`config.mk`:
```
export PLATFORM = sky130hd
export DESIGN_NAME = mem_port_arbiter
export DESIGN_NICKNAME = d
export VERILOG_FILES = /design/src/rtl/mem_port_arbiter_pkg.sv /design/src/rtl/mem_port_arbiter.sv
export SDC_FILE = /design/constraint.sdc
export NUM_CORES = 1
export LEC_CHECK = 0
export ABC_CLOCK_PERIOD_IN_PS = 6700
export CORE_MARGIN = 4
export CORE_UTILIZATION = 45
export CTS_CLUSTER_SIZE = 8
export DETAILED_ROUTE_END_ITERATION = 12
export PLACE_DENSITY = 0.88
export SETUP_SLACK_MARGIN = 0.4
export SLEW_MARGIN = 10
export SYNTH_ARGS = -nofsm -noshare
export SYNTH_HDL_FRONTEND = slang
export SYNTH_SLANG_ARGS = --single-unit
```
`constraint.sdc`:
```
create_clock -name Clk -period 6.7 [get_ports Clk]
set_clock_uncertainty 0.05 [all_clocks]
set_input_delay 1.34 -clock Clk [delete_from_list [all_inputs] [get_ports Clk]]
set_output_delay 1.34 -clock Clk [all_outputs]
set_load 0.01 [all_outputs]
```
`src/rtl/mem_port_arbiter_pkg.sv`:
```
// Shared types and constants for the fetch/data memory port arbiter.
package mem_port_arbiter_pkg;

    // Matches the CPU datapath width.
    localparam int WORD_SIZE_DEF = 16;

    // Width of the latency and starvation counters (parameters are limited to 1..15).
    localparam int CNT_W = 4;

    typedef enum logic [1:0] {
        IDLE = 2'd0,
        BUSY = 2'd1,
        RESP = 2'd2
    } state_t;

    typedef enum logic {
        OWN_I = 1'b0,
        OWN_D = 1'b1
    } owner_t;

endpackage

```
`src/rtl/mem_port_arbiter.sv`:
```
// Two-requester arbiter in front of a single-ported fixed-latency memory.
// The data side has priority; a saturating starvation counter forces a
// fetch grant after MAX_WAIT consecutive data grants made while a fetch waits.
//
// state | meaning
// IDLE  | arbitrate on the sampled requests, latch the winner's request
// BUSY  | drive the memory strobe for LATENCY cycles, capture read data at the end
// RESP  | one-cycle ack to the owner; the return to IDLE is the dead cycle
module mem_port_arbiter
    import mem_port_arbiter_pkg::*;
#(
    parameter int WORD_SIZE = WORD_SIZE_DEF,
    parameter int LATENCY   = 2,
    parameter int MAX_WAIT  = 3
) (
    input  logic                 Clk,
    input  logic                 Reset,
    input  logic                 i_req,
    input  logic [WORD_SIZE-1:0] i_addr,
    output logic                 i_ack,
    output logic [WORD_SIZE-1:0] i_rdata,
    input  logic                 d_req,
    input  logic                 d_we,
    input  logic [WORD_SIZE-1:0] d_addr,
    input  logic [WORD_SIZE-1:0] d_wdata,
    output logic                 d_ack,
    output logic [WORD_SIZE-1:0] d_rdata,
    output logic                 mem_read,
    output logic                 mem_write,
    output logic [WORD_SIZE-1:0] mem_addr,
    output logic [WORD_SIZE-1:0] mem_wdata,
    input  logic [WORD_SIZE-1:0] mem_rdata,
    output logic                 busy
);

    localparam logic [CNT_W-1:0] LAT_INIT = CNT_W'(LATENCY - 1);
    localparam logic [CNT_W-1:0] STARVE_MAX = CNT_W'(MAX_WAIT);

    state_t               state;
    state_t               state_nxt;
    owner_t               owner;
    owner_t               grant_own;
    logic                 grant;
    logic                 we_q;
    logic [WORD_SIZE-1:0] addr_q;
    logic [WORD_SIZE-1:0] wdata_q;
    logic [CNT_W-1:0]     lat_cnt;
    logic [CNT_W-1:0]     starve_cnt;
    logic                 last_beat;

    assign last_beat = (state == BUSY) && (lat_cnt == '0);

    // State register.
    always_ff @(posedge Clk or posedge Reset) begin
        if (Reset) begin
            state <= IDLE;
        end else begin
            state <= state_nxt;
        end
    end

    // Arbitration and next-state decode; forced fetch beats data priority.
    always_comb begin
        state_nxt = state;
        grant     = 1'b0;
        grant_own = OWN_D;
        case (state)
            IDLE: begin
                if (i_req && (starve_cnt == STARVE_MAX)) begin
                    grant     = 1'b1;
                    grant_own = OWN_I;
                end else if (d_req) begin
                    grant     = 1'b1;
                    grant_own = OWN_D;
                end else if (i_req) begin
                    grant     = 1'b1;
                    grant_own = OWN_I;
                end
                if (grant) begin
                    state_nxt = BUSY;
                end
            end
            BUSY: begin
                if (lat_cnt == '0) begin
                    state_nxt = RESP;
                end
            end
            RESP: begin
                state_nxt = IDLE;
            end
            default: begin
                state_nxt = IDLE;
            end
        endcase
    end

    // Latch the winning request; later input changes are ignored until the next grant.
    always_ff @(posedge Clk or posedge Reset) begin
        if (Reset) begin
            owner   <= OWN_I;
            we_q    <= 1'b0;
            addr_q  <= '0;
            wdata_q <= '0;
        end else if (grant) begin
            owner  <= grant_own;
            we_q   <= (grant_own == OWN_D) && d_we;
            addr_q <= (grant_own == OWN_D) ? d_addr : i_addr;
            // Fetches carry no write data, so the last data-side value is kept.
            if (grant_own == OWN_D) begin
                wdata_q <= d_wdata;
            end
        end
    end

    // Latency down-counter: loaded on grant, terminal count ends the strobe.
    always_ff @(posedge Clk or posedge Reset) begin
        if (Reset) begin
            lat_cnt <= '0;
        end else if (grant) begin
            lat_cnt <= LAT_INIT;
        end else if ((state == BUSY) && (lat_cnt != '0)) begin
            lat_cnt <= lat_cnt - 1'b1;
        end
    end

    // Starvation counter: counts data grants that bypass a waiting fetch, saturating.
    always_ff @(posedge Clk or posedge Reset) begin
        if (Reset) begin
            starve_cnt <= '0;
        end else if (grant) begin
            if (grant_own == OWN_I) begin
                starve_cnt <= '0;
            end else if (i_req && (starve_cnt < STARVE_MAX)) begin
                starve_cnt <= starve_cnt + 1'b1;
            end
        end
    end

    // Capture read data in the last strobe cycle into the owner's register only.
    always_ff @(posedge Clk or posedge Reset) begin
        if (Reset) begin
            i_rdata <= '0;
            d_rdata <= '0;
        end else if (last_beat && !we_q) begin
            if (owner == OWN_I) begin
                i_rdata <= mem_rdata;
            end else begin
                d_rdata <= mem_rdata;
            end
        end
    end

    assign mem_read  = (state == BUSY) && !we_q;
    assign mem_write = (state == BUSY) && we_q;
    assign mem_addr  = addr_q;
    assign mem_wdata = wdata_q;
    assign i_ack     = (state == RESP) && (owner == OWN_I);
    assign d_ack     = (state == RESP) && (owner == OWN_D);
    assign busy      = (state != IDLE);

endmodule

```
### Word-level counts from Yosys, hierarchy flattened

Cells that the tools add are included.

| storage, ports and cells | value |
|---|---|
| output and inout bits | 69 |
| register bits after elaboration | 76 |

| operators by class | value |
|---|---|
| equal/unequal tests | 6 |
| reduce and logical (&&, ||, !) cells | 21 |
| muxes and demuxes | 17 |
| add/sub/neg operators | 2 |
| $lt $le $gt $ge | 1 |
| bitwise logic cells | 1 |

Operator list:

| kind | number |
|---|---|
| 16-bit two-way mux | 1 |
| 4-bit two-way mux | 4 |
| 1-bit logical AND | 10 |
| 2-bit AND reduction | 5 |
| 1-bit two-way mux | 9 |
| 4-bit by 1-bit adder with 4-bit output, second input constant | 1 |
| 4-bit by 2-bit equality test with 1-bit output, second input constant | 1 |
| 4-bit zero test | 1 |
| 4-bit by 2-bit < comparator with 1-bit output, second input constant | 1 |
| 2-bit two-way mux | 2 |
| 2-bit by 1-bit inequality test with 1-bit output, second input constant | 2 |
| 2-bit case mux with 2 select lines | 1 |
| 2-bit nonzero test | 2 |
| 4-bit nonzero test | 1 |
| 4-bit by 1-bit subtractor with 4-bit output, second input constant | 1 |
| 2-bit by 1-bit equality test with 1-bit output, second input constant | 1 |
| 2-bit equality test, second input constant | 1 |
| 2-bit zero test | 1 |
| 2-bit inequality test, second input constant | 1 |
| 1-bit zero test | 1 |
| 1-bit inverter | 1 |

### Longest topological paths before layout

Gate-level depths: netlist of run 1.

| depth | value |
|---|---|
| depth after elaboration | 6 |
| gate-level depth with buffers | 7 |
| gate-level depth less buffers | 5 |

### Worst setup path after synthesis of run 1

No wires, ideal clock.

| timing path | value |
|---|---|
| path type | input to register |
| start point | in i_req |
| end point | reg wdata_q[10], in the netlist mem_wdata[10] |
| required time | 6.525 ns |
| slack | 4.101 ns |
| arrival time | 2.424 ns |
| stages | 5 |
| path through | inv_1 o211a_1 clkbuf_1 clkbuf_1 mux2_2 |

| on the way | value |
|---|---|
| word-level cells in the longest chain between the ends | 6 |
| elaborated cells between the ends (all ways) | 11 |
| those cells by class | mux: 9; reduce/logical: 2 |

Ends and longest elaborated chain:

| what | RTL line | RTL |
|---|---|---|
| start, declared | mem_port_arbiter.sv:18 | `input logic i_req,` |
| 1-bit two-way mux | mem_port_arbiter.sv:75 | `end else if (i_req) begin` |
| 1-bit two-way mux | mem_port_arbiter.sv:72 | `end else if (d_req) begin` |
| 1-bit two-way mux | mem_port_arbiter.sv:69 | `if (i_req && (starve_cnt == STARVE_MAX)) begin` |
| 1-bit two-way mux (2 in series) | mem_port_arbiter.sv:67 | `case (state)` |
| 2-bit AND reduction (no source line) * | -- |  |
| end signal, assigned | mem_port_arbiter.sv:110 | `wdata_q <= d_wdata;` |
| end, declared | mem_port_arbiter.sv:46 | `logic [WORD_SIZE-1:0] wdata_q;` |

Every way passes the cells marked *; elsewhere a longest branch is shown, timed or not. The select of a mux whose other input is x is not followed.
A chain may end at the register's enable or synchronous reset.

### Worst setup path after layout of run 1

| timing path | value |
|---|---|
| start point | reg state[0] |
| end point | out mem_write |

| on the way | value |
|---|---|
| word-level cells in the longest chain between the ends | 2 |

Ends and longest elaborated chain:

| what | RTL line | RTL |
|---|---|---|
| start, declared | mem_port_arbiter.sv:39 | `state_t state;` |
| start signal, assigned | mem_port_arbiter.sv:58 | `state <= state_nxt;` |
| 2-bit by 1-bit equality test with 1-bit output | mem_port_arbiter.sv:154 | `assign mem_write = (state == BUSY) && we_q;` |
| 1-bit logical AND | mem_port_arbiter.sv:154 |  |
| end, declared | mem_port_arbiter.sv:29 | `output logic mem_write,` |

No other way between the ends.

==> flow_metrics.py, run 1 <==
metrics = {
    "cts": {
        "cts_resized": 0,
        "htree_levels": 3,
        "cts_buffers": 9,
        "cts-root-buf": "clkbuf_8",
        "cts_sinks": 76,
        "clk_pin_slew_ns": 0.08,
        "clk_latency_ns": 0.34,
        "cts_hold_buf": 0,
        "cts_buffer_depth": 2,
        "post_cts_buffers": 0,
        "cts_tree": "yes",
    },
    "sta": {
        "timing.setup.tns_ns": 0,
        "whs_ns": 0.458,
        "hold_violations": 0,
        "finalCriticalPeriod_ns": 3.28,
        "timing.fmax_mhz": 305,
        "maxSlewHeadroom_pct": 36.6,
        "post-route-period-util_pct": 49.0,
        "setup_viol": 0,
        "rsz0062_at_grt": "no",
        "slew_violations": 0,
        "final.setup.worst_slack_ns": 3.42,
        "tightest_slew_ns": 0.947,
    },
    "outcome": {
        "status": "complete, no violations",
    },
    "floorplanning": {
        "coreArea_mm2": 0.00687,
        "die_height_um": 92.4,
        "io_pins": 138,
        "die_width_um": 92.4,
        "initial_core_util_pct": 46.6,
        "die_area_mm2": 0.00853,
        "rows": 30,
    },
    "detailed_routing": {
        "drc": 0,
        "dr_wl_met3_um": 777,
        "wl_met1_um": 3420,
        "via_count": 2423,
        "drtPass1Iterations": 4,
        "vias_per_cell": 5.24,
        "drt_iter0_markers": 98,
        "top_layer_used": "met4",
        "drt_wl_total_um": 8080,
        "drtAntennaViolNets": 0,
        "met2_length_um": 3750,
        "wire_per_inst_um": 17.5,
    },
    "finish": {
        "area_growth_pct": 50.6,
        "layout_commonest_cell": "clkdlybuf4s50_1",
        "utilization_pct": 70.2,
        "drive_above_1_share_pct": 19.9,
        "num_antenna_cells": 0,
        "final_cell_mix": "137 x clkdlybuf4s50_1, 76 x dfrtp_1, 37 x mux2_2",
        "nFillCells": 494,
        "final_net_count": 433,
    },
    "place": {
        "place_ws_ns": 3.31,
        "portBuffers": 137,
        "gp_congestion": 0.803,
        "post-dp-hpwl_um": 5820,
    },
    "pwr": {
        "power_density_mw_per_mm2": 455,
        "ir_worst_vdd_v": 0.000248,
        "total_power_w": 0.00220,
        "p_leak_nw": 2.05,
    },
    "global_routing": {
        "grt_pass1_wl_um": 13200,
        "overflow": 0,
        "antenna_found_initial": 0,
        "grt_use_total_pct": 19.6,
        "first_global_vias": 2610,
        "grt_max_degree": 77,
    },
    "critical_path": {
        "cp_slowest_cell": "clkdlybuf4s50_1",
        "critPathMaxFanout": 8,
        "max_stage_delay_ns": 0.54,
        "crit_path_end_kind": "primary output",
        "setup.worst_path.class": "flip-flop to primary output",
        "critPathLaunchType": "flip-flop",
        "crit_path_cell_trace": "nor2b_1, and2_1, clkdlybuf4s50_1",
        "critPathRequiredTime_ns": 5.31,
        "worst_ep_arrival_time_ns": 1.89,
    },
    "synth": {
        "synth_seq_area_share_pct": 59.4,
        "yosys_warnings": 0,
        "synthesis.nets": 295,
        "yosysUniqueCellTypes": 38,
        "ys_ff_latch": 76,
        "synth_area_mm2": 0.00320,
        "syn_inst": 223,
        "avgSynthCellArea_um2": 14.4,
    },
    "worst_hold_path": {
        "hold_class": "flip-flop to flip-flop",
    },
    "run": {
        "maxCapViolations": 0,
    },
}
[per-layer routing]
metal  vias up  GRT usage, %
li1       1102             -
met2       128          30.9
met4         0          7.80
met5         -             0
met3        12          5.77
met1      1181          25.5
[registers in the layout, indices dropped and copies added, names as in the netlist]
register,flops
starve_cnt,4
mem_addr,16
d_rdata,16
state,2
lat_cnt,4
mem_wdata,16
we_q,1
i_rdata,16
owner,1
[logic make-up after synthesis]
| group | after synthesis | share of synthesized area (%) |
|---|---|---|
| compound gates | 49 | 12.6 |
| fa+ha+maj | 3 | 1.17 |
| buf+inv | 19 | 3.01 |
| flops | 76 | 59.4 |
| simple gates | 28 | 5.74 |
| mux | 48 | 18.1 |
[Yosys cell counts]
cell | instances | area (µm²)
nor3_1 | 2 | 10.0
a21oi_1 | 2 | 10.0
buf_12 | 1 | 20.0
nand4b_1 | 1 | 8.76
mux2_4 | 10 | 150
ha_1 | 3 | 37.5
o31ai_1 | 2 | 15.0
nand2_1 | 3 | 11.3
a21oi_2 | 1 | 8.76
o21a_1 | 3 | 22.5
nor2b_1 | 3 | 18.8
o211a_1 | 1 | 10.0
or2_2 | 1 | 6.26
or3b_1 | 2 | 17.5
buf_2 | 1 | 5.00
nor3b_1 | 2 | 15.0
o21bai_1 | 1 | 7.51
dfrtp_1 | 76 | 1900
a31o_2 | 1 | 8.76
clkbuf_1 | 10 | 37.5
or3_1 | 1 | 6.26
and3b_1 | 1 | 8.76
mux2_2 | 37 | 417
nor2_1 | 4 | 15.0
a22o_1 | 1 | 8.76
and2_1 | 2 | 12.5
or4b_2 | 1 | 10.0
buf_6 | 1 | 11.3
nor4_1 | 1 | 6.26
a21boi_0 | 17 | 128
inv_1 | 6 | 22.5
nand2b_1 | 1 | 6.26
or4_4 | 1 | 11.3
mux2_1 | 1 | 11.3
a221o_1 | 17 | 170
or3b_4 | 1 | 11.3
nor4b_1 | 1 | 8.76
o21ai_0 | 3 | 15.0
[critical path, delay by kind of cell (launching register included)]
family                 cells  cell delay [ns]
flip-flops                 1             0.47
AND/OR/NAND/NOR            2             0.55
buffers and inverters      1             0.54
[per-stage QoR]
step           instances  area [µm²]
3_3_place_gp         446        4640
6_report             462        4820
4_1_cts              462        4820
2_1_floorplan        223        3200
5_1_grt              462        4820
3_5_place_dp         446        4640
[final timing paths]
| path | from | end | slack, ns | depth (start not counted) |
|---|---|---|---|---|
| hold / removal | i_rdata[15] | i_rdata[15] | 0.46 | 1 |
| min in group asynchronous | Reset | i_rdata[2] | 1.55 | 3 |
| max in group asynchronous | Reset | i_rdata[9] | 4.44 | 3 |
| hold reg to reg | i_rdata[15] | i_rdata[15] | 0.46 | 1 |
| setup / recovery | state[0] | mem_write | 3.42 | 3 |
| setup reg to reg | lat_cnt[0] | d_rdata[2] | 4.08 | 5 |
[cell type report]
class	instances	area (µm²)	area share, %
clock buffers	9	124	2.57
well taps	96	120	2.49
inverters	6	22.5	0.467
repair buffers	140	1390	28.9
clock inverters	7	57.6	1.19
multi-input cells	128	1200	25.0
flip-flops and latches	76	1900	39.4
[where the power goes]
part	switching (W)	internal, W	total (W)
sequential	0.000131	0.000680	0.000811
clock	0.000178	0.000139	0.000317
combinational	0.000413	0.000655	0.00107
(Power assumes the default switching activity.)
==> run 2: changes to the inputs <==
--- a/config.mk
+++ b/config.mk
@@ -5,12 +5,12 @@
 export SDC_FILE = /design/constraint.sdc
 export NUM_CORES = 1
 export LEC_CHECK = 0
-export ABC_CLOCK_PERIOD_IN_PS = 6700
+export ABC_CLOCK_PERIOD_IN_PS = 2700
 export CORE_MARGIN = 4
-export CORE_UTILIZATION = 45
+export CORE_UTILIZATION = 38
 export CTS_CLUSTER_SIZE = 8
 export DETAILED_ROUTE_END_ITERATION = 12
-export PLACE_DENSITY = 0.88
+export PLACE_DENSITY = 0.79
 export SETUP_SLACK_MARGIN = 0.4
 export SLEW_MARGIN = 10
 export SYNTH_ARGS = -nofsm -noshare
==> constraint.sdc (replaced) <==
create_clock -name Clk -period 2.7 [get_ports Clk]
set_clock_uncertainty 0.05 [all_clocks]
set_input_delay 0.54 -clock Clk [delete_from_list [all_inputs] [get_ports Clk]]
set_output_delay 0.54 -clock Clk [all_outputs]
set_load 0.01 [all_outputs]
==> flow_metrics.py, run 2 (synthesized netlist as in run 1, its figures left out) <==
metrics = {
    "outcome": {
        "status": "complete, no violations",
    },
    "sta": {
        "timing.setup.tns_ns": 0,
        "setup_viol": 0,
        "post-route-period-util_pct": 84.4,
        "rsz0062_at_grt": "yes",
        "maxSlewHeadroom_pct": 66.8,
        "finalCriticalPeriod_ns": 2.28,
        "tightest_slew_ns": 0.497,
        "hold_violations": 0,
        "slew_violations": 0,
        "whs_ns": 0.444,
        "timing.fmax_mhz": 439,
    },
    "critical_path": {
        "worst_ep_arrival_time_ns": 1.69,
        "setup.worst_path.class": "flip-flop to primary output",
        "crit_path_cell_trace": "buf_4, and3b_1, clkdlybuf4s50_1",
        "r2r-start": "lat_cnt[0]",
        "r2r_setup_slack_ns": 0.47,
        "critical_path_buf_inv_count": 2,
        "crit_path_end_kind": "primary output",
        "critPathMaxFanout": 7,
        "reg2reg_depth": 5,
        "crit_cells": 3,
        "cp_slowest_cell": "clkdlybuf4s50_1",
        "critPathLaunchType": "flip-flop",
        "startpoint": "state[0]",
        "critPathRequiredTime_ns": 2.11,
        "r2r_end": "i_rdata[2]",
        "max_stage_delay_ns": 0.53,
        "crit_family": "buffers and inverters",
    },
    "cts": {
        "cts_buffers": 9,
        "cts_hold_buf": 0,
        "cts-root-buf": "clkbuf_8",
        "clk_pin_slew_ns": 0.08,
        "clk_latency_ns": 0.34,
        "htree_levels": 3,
        "cts_tree": "yes",
        "cts_sinks": 76,
        "cts_buffer_depth": 2,
    },
    "pwr": {
        "power.share.clock_pct": 18.0,
        "seq_power_share_pct": 35.0,
        "switchingPower_w": 0.00181,
        "switching_share_pct": 31.0,
        "p_leak_nw": 2.15,
        "power_density_mw_per_mm2": 1160,
        "p_int_w": 0.00404,
        "power.share.combinational_pct": 47.0,
        "ir_worst_vdd_v": 0.000546,
        "total_power_w": 0.00585,
    },
    "finish": {
        "nFillCells": 643,
        "final_net_count": 441,
        "drive_above_1_share_pct": 23.0,
        "layout_commonest_cell": "clkdlybuf4s50_1",
        "regArea_mm2": 0.00190,
        "multiInputGateArea_mm2": 0.00123,
        "final_cell_mix": "136 x clkdlybuf4s50_1, 74 x dfrtp_1, 37 x mux2_2",
        "area_growth_pct": 56.8,
        "num_antenna_cells": 0,
    },
    "detailed_routing": {
        "via_count": 2457,
        "vias_per_cell": 5.13,
        "drc": 0,
        "drtAntennaViolNets": 0,
        "drt_iter0_markers": 81,
        "drtPass1Iterations": 4,
        "wire_per_inst_um": 18.0,
        "drt_wl_total_um": 8610,
    },
    "floorplanning": {
        "die_height_um": 99.8,
        "die_width_um": 99.8,
        "coreArea_mm2": 0.00822,
        "io_pins": 138,
        "initial_core_util_pct": 39.0,
        "rows": 33,
        "die_area_mm2": 0.00996,
    },
    "global_routing": {
        "overflow": 0,
        "first_global_vias": 2638,
        "grt_use_total_pct": 17.3,
        "antenna_found_initial": 0,
        "grt_max_degree": 44,
        "grt_pass1_wl_um": 13700,
    },
    "worst_hold_path": {
        "holdCritStartpoint": "starve_cnt[0]",
        "holdPathEnd": "starve_cnt[0]",
        "hold_path_depth": 1,
        "hold_class": "flip-flop to flip-flop",
    },
    "place": {
        "portBuffers": 137,
        "gp_congestion": 0.859,
        "post-dp-hpwl_um": 6210,
    },
    "run": {
        "maxCapViolations": 0,
    },
}
-- run 2: changes by cell type in the layout (fill, tap and decap cells not counted), moves of 2 or more --
cell,change
bufinv_16,+3
dfrtp_1,-2
inv_6,-3
dfrtp_2,+2
buf_4,+5
buf_12,+2
-- run 2: how the worst max path moves through the flow --
stage / endpoint / slack, ns
finish: d_ack / 0.42
CTS: mem_read / 0.36
detailed placement: mem_wdata[1] / 0.41
floorplan: i_rdata[0] / 0.52
global route: d_ack / 0.36
global placement: mem_wdata[9] / 0.45
-- run 2: timing repair --
item | in CTS | in global routing
gates resized for setup | 3 | 6
setup endpoints to repair | 2 | 20
pin swaps | 0 | 0
buffers inserted | 0 | 3
cloned | 0 | 1
-- run 2: power groups by stage --
stage          clock network (W)  registers (W)  logic (W)
2_1_floorplan                  0        0.00221    0.00106
3_3_place_gp                   0        0.00202    0.00263
3_5_place_dp                   0        0.00204    0.00271
4_1_cts                  0.00107        0.00204    0.00272
5_1_grt                  0.00112        0.00213    0.00296
6_report                 0.00105        0.00205    0.00275
-- run 2: metal layers --
layer | vias to the layer above | global-route usage (%) | wire (µm)
li1 | 1115 | - | -
met1 | 1216 | 22.0 | 3570
met2 | 117 | 28.5 | 4200
met3 | 9 | 5.63 | 762
met4 | 0 | 4.52 | 82
met5 | - | 0 | 0
-- run 2: per-stage QoR --
stage	instance area (µm²)	utilization [%]	worst slack (ns)	instances
after floorplan	3210	-	0.524	223
after global placement	4710	57.3	0.454	459
after detailed placement	4710	57.3	0.414	459
after CTS	4970	60.5	0.362	475
after global routing	5020	61.1	0.357	479
final	5020	61.1	0.422	479
-- run 2: cell type report --
type,instances,area share (%)
clock inverters,6,2.22
inverters,6,0.523
well taps,105,2.62
flip-flops and latches,76,37.9
repair buffers,147,29.4
clock buffers,10,2.74
multi-input cells,129,24.6
